## src/rtl/issue_unit.sv

```systemverilog
// Tomasulo issue stage: pops the instruction queue, decodes, allocates a reservation
// station by class, renames the destination in an 8-entry register status table.
module issue_unit #(
    parameter int INSTR_W = 16,
    parameter int TAG_W   = 3
) (
    input  logic                 CLK,
    input  logic                 CLR,
    input  logic                 q_empty,
    input  logic                 q_full,
    input  logic                 q_push,
    input  logic [INSTR_W-1:0]   q_instr,
    output logic                 q_pop,
    input  logic [6:0]           rs_busy,
    input  logic                 cdb_valid,
    input  logic [TAG_W-1:0]     cdb_tag,
    output logic                 issue_valid,
    output logic [TAG_W-1:0]     issue_tag,
    output logic [2:0]           issue_op,
    output logic [2:0]           issue_rj,
    output logic [2:0]           issue_rk,
    output logic [TAG_W-1:0]     issue_qj,
    output logic [TAG_W-1:0]     issue_qk,
    output logic [6:0]           issue_imm,
    output logic                 stall,
    output logic [8*TAG_W-1:0]   rst_tags
);

    localparam int unsigned NST  = 7;
    localparam int unsigned NREG = 8;

    typedef enum logic [1:0] {IDLE, REQ, DECODE, ISSUE} state_t;
    typedef enum logic [2:0] {OP_ADD = 3'd0, OP_SUB = 3'd1, OP_MUL = 3'd2,
                              OP_DIV = 3'd3, OP_LD = 3'd4} op_e;

    state_t               state, state_nx;
    logic [INSTR_W-1:0]   ir;
    logic [TAG_W-1:0]     rst_q [NREG];

    logic                 nonempty;
    logic                 q_illegal;
    logic [2:0]           ir_op, ir_rd, ir_rs, ir_rt;
    logic                 is_ld;
    logic [NST-1:0]       cls_mask, avail;
    logic                 free_found;
    logic [TAG_W-1:0]     free_tag;
    logic                 do_issue;
    logic [TAG_W-1:0]     tj, tk, qj_nx, qk_nx;

    assign nonempty  = ~q_empty | q_full;
    assign q_illegal = q_instr[15:13] > OP_LD;

    assign ir_op = ir[15:13];
    assign ir_rd = ir[12:10];
    assign ir_rs = ir[9:7];
    assign ir_rt = ir[6:4];
    assign is_ld = (ir_op == OP_LD);

    always_comb begin
        case (ir_op)
            OP_ADD, OP_SUB: cls_mask = 7'b0000111;
            OP_MUL, OP_DIV: cls_mask = 7'b0011000;
            default:        cls_mask = 7'b1100000;
        endcase
    end

    // Descending scan so the lowest free tag is the one left assigned.
    always_comb begin
        avail      = cls_mask & ~rs_busy;
        free_found = |avail;
        free_tag   = '0;
        for (int unsigned i = NST; i >= 1; i--) begin
            if (avail[i-1]) free_tag = TAG_W'(i);
        end
    end

    assign do_issue = (state == ISSUE) && free_found;

    // A tag broadcast on the CDB this cycle is already resolved: forward 0.
    always_comb begin
        tj    = rst_q[ir_rs];
        tk    = rst_q[ir_rt];
        qj_nx = (cdb_valid && cdb_tag == tj) ? '0 : tj;
        qk_nx = (is_ld || (cdb_valid && cdb_tag == tk)) ? '0 : tk;
    end

    always_ff @(posedge CLK or posedge CLR) begin
        if (CLR) state <= IDLE;
        else     state <= state_nx;
    end

    always_comb begin
        state_nx = state;
        stall    = 1'b0;
        case (state)
            IDLE:   if (nonempty) state_nx = REQ;
            REQ: begin
                if (nonempty && !q_push) state_nx = DECODE;
                else if (nonempty)       state_nx = REQ;
                else                     state_nx = IDLE;
            end
            DECODE: begin
                if (q_illegal) state_nx = nonempty ? REQ : IDLE;
                else           state_nx = ISSUE;
            end
            ISSUE: begin
                if (!free_found) stall    = 1'b1;
                else             state_nx = nonempty ? REQ : IDLE;
            end
            default: state_nx = IDLE;
        endcase
    end

    assign q_pop = (state == REQ);

    always_ff @(posedge CLK or posedge CLR) begin
        if (CLR)                  ir <= '0;
        else if (state == DECODE) ir <= q_instr;
    end

    always_ff @(posedge CLK or posedge CLR) begin
        if (CLR) begin
            issue_valid <= 1'b0;
            issue_tag   <= '0;
            issue_op    <= '0;
            issue_rj    <= '0;
            issue_rk    <= '0;
            issue_qj    <= '0;
            issue_qk    <= '0;
            issue_imm   <= '0;
        end else begin
            issue_valid <= 1'b0;
            if (do_issue) begin
                issue_valid <= 1'b1;
                issue_tag   <= free_tag;
                issue_op    <= ir_op;
                issue_rj    <= ir_rs;
                issue_rk    <= is_ld ? 3'd0 : ir_rt;
                issue_qj    <= qj_nx;
                issue_qk    <= qk_nx;
                issue_imm   <= is_ld ? ir[6:0] : 7'd0;
            end
        end
    end

    // Rename write takes precedence over a same-edge CDB clear of that entry.
    always_ff @(posedge CLK or posedge CLR) begin
        if (CLR) begin
            for (int unsigned i = 0; i < NREG; i++) rst_q[i] <= '0;
        end else begin
            for (int unsigned i = 0; i < NREG; i++) begin
                if (do_issue && ir_rd == 3'(i))
                    rst_q[i] <= free_tag;
                else if (cdb_valid && cdb_tag != '0 && rst_q[i] == cdb_tag)
                    rst_q[i] <= '0;
            end
        end
    end

    always_comb begin
        rst_tags = '0;
        for (int unsigned i = 0; i < NREG; i++) rst_tags[i*TAG_W +: TAG_W] = rst_q[i];
    end

endmodule

```

## config.mk

```make
export PLATFORM = sky130hd
export DESIGN_NAME = issue_unit
export DESIGN_NICKNAME = d
export VERILOG_FILES = /design/src/rtl/issue_unit.sv
export SDC_FILE = /design/constraint.sdc
export NUM_CORES = 1
export LEC_CHECK = 0
export BUFFER_PORTS_ARGS = -buffer_cell sky130_fd_sc_hd__buf_2
export CORE_ASPECT_RATIO = 0.7
export CORE_MARGIN = 2
export CORE_UTILIZATION = 45
export DETAILED_ROUTE_END_ITERATION = 10
export GPL_TIMING_DRIVEN = 0
export PLACE_DENSITY = 0.68
export REMOVE_ABC_BUFFERS = 1
export SKIP_CTS_REPAIR_TIMING = 1
export SYNTH_ARGS = -nofsm -noshare
export SYNTH_HDL_FRONTEND = slang
export SYNTH_SLANG_ARGS = --single-unit
```

## constraint.sdc

```tcl
create_clock -name CLK -period 3.7 [get_ports CLK]
set_input_delay 0.74 -clock CLK [delete_from_list [all_inputs] [get_ports CLK]]
set_output_delay 0.74 -clock CLK [all_outputs]
set_load 0.03 [all_outputs]
```

==> impl.org <==
** Logic synthesis
- Counting flops with an async set or reset pin after synthesis yields a share of 100%.
- Of the synthesized area, sequential elements account for 45.7%.
- Most area-consuming cells after synthesis :: sky130_fd_sc_hd__dfrtp_1 46%, sky130_fd_sc_hd__mux2i_1 10%, sky130_fd_sc_hd__nand2_1 6.5%
- The number of different library cells used by synthesis comes to 48.
- Multiplexer cells account for 20.4% of the synthesized area.
- Dividing the synthesized area by the synthesized cell count gives 10.6 um^2.
- Post-Synth Simple-Gate Area :: 16.8%
- The synthesized netlist occupies a cell area of 3720 um^2.
- Area share of xor/xnor cells in the synthesized design :: 6.79%
- Top FF cell, synth :: sky130_fd_sc_hd__dfrtp_1
- Synth top area share :: 45.7%
- Post-synthesis sequential element count :: 68
- For this run, the number of Yosys warnings is 0.
- Synthesized netlist cell count :: 350
- Yosys mapped a number of flops with a built-in enable equal to 0.
- Summing the areas of all compound-gate instances in the mapped netlist gives 7.06% of the synthesized area.
- Adder-cell share of the synthesized area :: 0%
- Area leader, netlist :: sky130_fd_sc_hd__dfrtp_1
- Combinational family with the most area after synthesis :: multiplexers

** Worst hold path
- In this run the worst hold path is classified as reg2reg.

** Power
- Registers are responsible for 35.9% of the overall power.
- The design draws 4.23 mW.
- Dividing total power by cell area gives a power density of 951 nW/um^2.
- The share of total power dissipated in the clock network is 19.1%.
- Cell internal power was estimated by the tool at 2.32 mW.
- The analysis attributes to cell leakage a power of 2.17 nW.
- Of the total power, the share spent switching nets is 45.1%.
- Summed over all nets, the switching power comes to 1.90 mW.
- Combinational power share :: 44.9%
- Across the VDD grid, the largest voltage drop is 0.441 mV.

** Die
- IO Pins :: 84
- Chip height :: 80.1 um
- Count of standard-cell rows :: 27
- Overall die area :: 9030 um^2
- In this run the horizontal extent of the chip is 113 um.
- The region available for standard cell placement spans 7940 um^2.
- Starting density of the core :: 46.9%

** Drt
- The detailed router placed 2924 vias in this run.
- In the routed design, unresolved DRC markers number 0.
- In the routed layout, each cell is associated on average with a via count of 5.55.
- Routed length per placed instance :: 18.0 um
- Number of DRC markers in iteration 0 :: 175
- DRT Pass-1 Iters :: 4
- Summed over all layers, the routed wires come to 9480 um.
- Antenna violation net count after detailed routing :: 0

** STA
- Final critical path time including I/O delays and setup :: 2.86 ns
- RSZ-0062 raised after global routing :: no
- Static timing analysis puts the maximum clock frequency at 350 MHz.
- Setup violations, final :: 0
- Setup slack of the critical path after layout :: 0.844 ns
- The final count of hold timing violations came to 0.
- Transition time at the pin with the least slew margin :: 1.22 ns
- Between clock sinks in the finished design, the worst skew comes to 0.00678 ns.
- Worst hold slack :: 0.462 ns
- Final max-slew violation count :: 0
- Setup total negative slack on the finished layout was measured at 0 ns.
- The worst pin sits at a relative slew slack of 17.8%.
- In the finished design, the share of the clock period the worst path needs comes to 77.2%.

** Place
- Prior to clock tree synthesis, the placed netlist has a worst setup slack of 0.526 ns.
- Detailed placement finished with a half-perimeter wire length of 6750 um.
- Placed Instance Area :: 4170 um^2
- Counting tap cells, the placed design contains a total of 513 instances.
- Port-buffer cells :: 83
- The congestion estimate from routability-driven global placement came to 0.865.

** Finish
- Most frequent cells in the layout :: 83 x sky130_fd_sc_hd__buf_2, 68 x sky130_fd_sc_hd__dfrtp_1, 64 x sky130_fd_sc_hd__nand2_1
- Of the cells placed in the final design, the portion with a size suffix greater than 1 is 30.5%.
- The library cell used most frequently in the layout, excluding fill and tap cells, is sky130_fd_sc_hd__buf_2.
- Cells fill 56.0% of the core in the end.
- The final layout contains 455 nets.
- Area overhead of the layout relative to synthesis :: 19.4%
- 0 antenna diodes ended up in the layout.
- After routing the design area is 4440 um^2.
- Non-filler instance count after layout :: 527

** Global routing
- Total congestion overflow after global routing :: 0
- The first global-routing pass estimated 15400 um of wire.
- Global router's overall resource usage :: 22.2%
- Entering global routing, the biggest net connects 69 pins.
- Initial antenna violation count :: 0
- The via count of the first global-routing pass is 2883.

** Worst setup path
- The critical path is of the in2reg type.
- For the worst setup path, the data required time is 3.84 ns.
- The largest individual stage delay along the critical path comes from the cell sky130_fd_sc_hd__inv_2.
- Critical Path, Cell by Cell :: buf_2 -> a21boi_0 -> a311o_1 -> nand2_2 -> inv_2 -> nand3_1 -> mux2i_1
- The worst setup path is launched from a primary input.
- STA classifies the critical path endpoint as a flip-flop.
- Of all nets on the critical path, the largest fanout is 31.
- The largest single stage delay on the critical path is 0.57 ns.
- CP arrival :: 3.00 ns

** CTS
- Counting along the longest clock path gives a buffer depth of 2.
- Max H-tree Level :: 3
- Clock transition at the registers of the reported paths :: 0.05 ns
- The number of clock buffers added by TritonCTS is 9.
- Root buf cell :: sky130_fd_sc_hd__clkbuf_16
- Total clock sinks :: 68
- Clock latency on the worst-skew pair, taken at its later pin, is 0.33 ns.
- TritonCTS built the clock tree.

** Flow run
- Max-cap violations in this run came to 0.

** Run status
- Result of the run :: finished clean
==> registers in the layout, summed over array words and instances, names as in the netlist <==
name,count
issue_valid,1
issue_qj,3
issue_op,3
issue_rk,3
issue_tag,3
ir,16
issue_imm,7
issue_rj,3
rst_tags,24
state,2
issue_qk,3
==> logic make-up after synthesis <==
group,after synthesis
compound gates,37
mux,67
buf+inv,27
flops,68
simple gates,123
xor+xnor,28
==> cell usage after synthesis, types with 4 or more instances <==
| library cell | number |
|---|---|
| sky130_fd_sc_hd__mux4_2 | 4 |
| sky130_fd_sc_hd__o21ai_0 | 9 |
| sky130_fd_sc_hd__inv_1 | 5 |
| sky130_fd_sc_hd__nand3b_1 | 4 |
| sky130_fd_sc_hd__nor2b_1 | 6 |
| sky130_fd_sc_hd__mux2i_1 | 38 |
| sky130_fd_sc_hd__mux2_2 | 20 |
| sky130_fd_sc_hd__dfrtp_1 | 68 |
| sky130_fd_sc_hd__a21oi_1 | 4 |
| sky130_fd_sc_hd__nand3_1 | 17 |
| sky130_fd_sc_hd__clkbuf_1 | 10 |
| sky130_fd_sc_hd__nor2_1 | 5 |
| sky130_fd_sc_hd__xnor2_1 | 25 |
| sky130_fd_sc_hd__nand4_1 | 11 |
| sky130_fd_sc_hd__buf_2 | 7 |
| sky130_fd_sc_hd__nand2_1 | 64 |
==> worst max-delay path: cells and delay by family <==
kind / cells / cell delay (ns)
buffers and inverters: 2 / 0.68
AO/OA/AOI/OAI: 2 / 0.58
multiplexers: 1 / 0.20
AND/OR/NAND/NOR: 2 / 0.77
==> area by class of cell <==
cell class              count  area (um^2)
clock inverters             3         40.0
flip-flops and latches     68         1700
repair buffers             83          415
inverters                   6         25.0
multi-input cells         255         1900
fillers                   698         3490
well taps                 101          126
clock buffers              11          233
==> per-layer routing <==
layer,up-vias,track usage (%),wire length (um)
li1,1390,-,-
met1,1423,32.8,4630
met2,105,32.0,4050
met3,6,6.19,746
met4,0,5.61,55
met5,-,0,0
==> power groups by stage <==
| stage | logic (mW) | registers [mW] | clock network (mW) |
|---|---|---|---|
| after floorplan | 0.978 | 1.85 | 0 |
| after global placement | 1.87 | 1.51 | 0 |
| after detailed placement | 1.90 | 1.53 | 0 |
| after CTS | 1.91 | 1.51 | 0.827 |
| after global routing | 2.05 | 1.58 | 0.863 |
| final | 1.90 | 1.52 | 0.808 |
==> worst paths after layout <==
path / cells past startpoint / endpoint / slack [ns] / start
max: 7 / rst_tags[5] / 0.84 / rs_busy[5]
min: 2 / issue_imm[0] / 0.46 / issue_imm[0]
max reg2reg: 6 / rst_tags[5] / 0.88 / ir[15]
min reg2reg: 2 / issue_imm[0] / 0.46 / issue_imm[0]
max in group asynchronous: 2 / rst_tags[5] / 2.56 / CLR
min in group asynchronous: 2 / issue_op[2] / 0.59 / CLR
(Power assumes the default switching activity.)
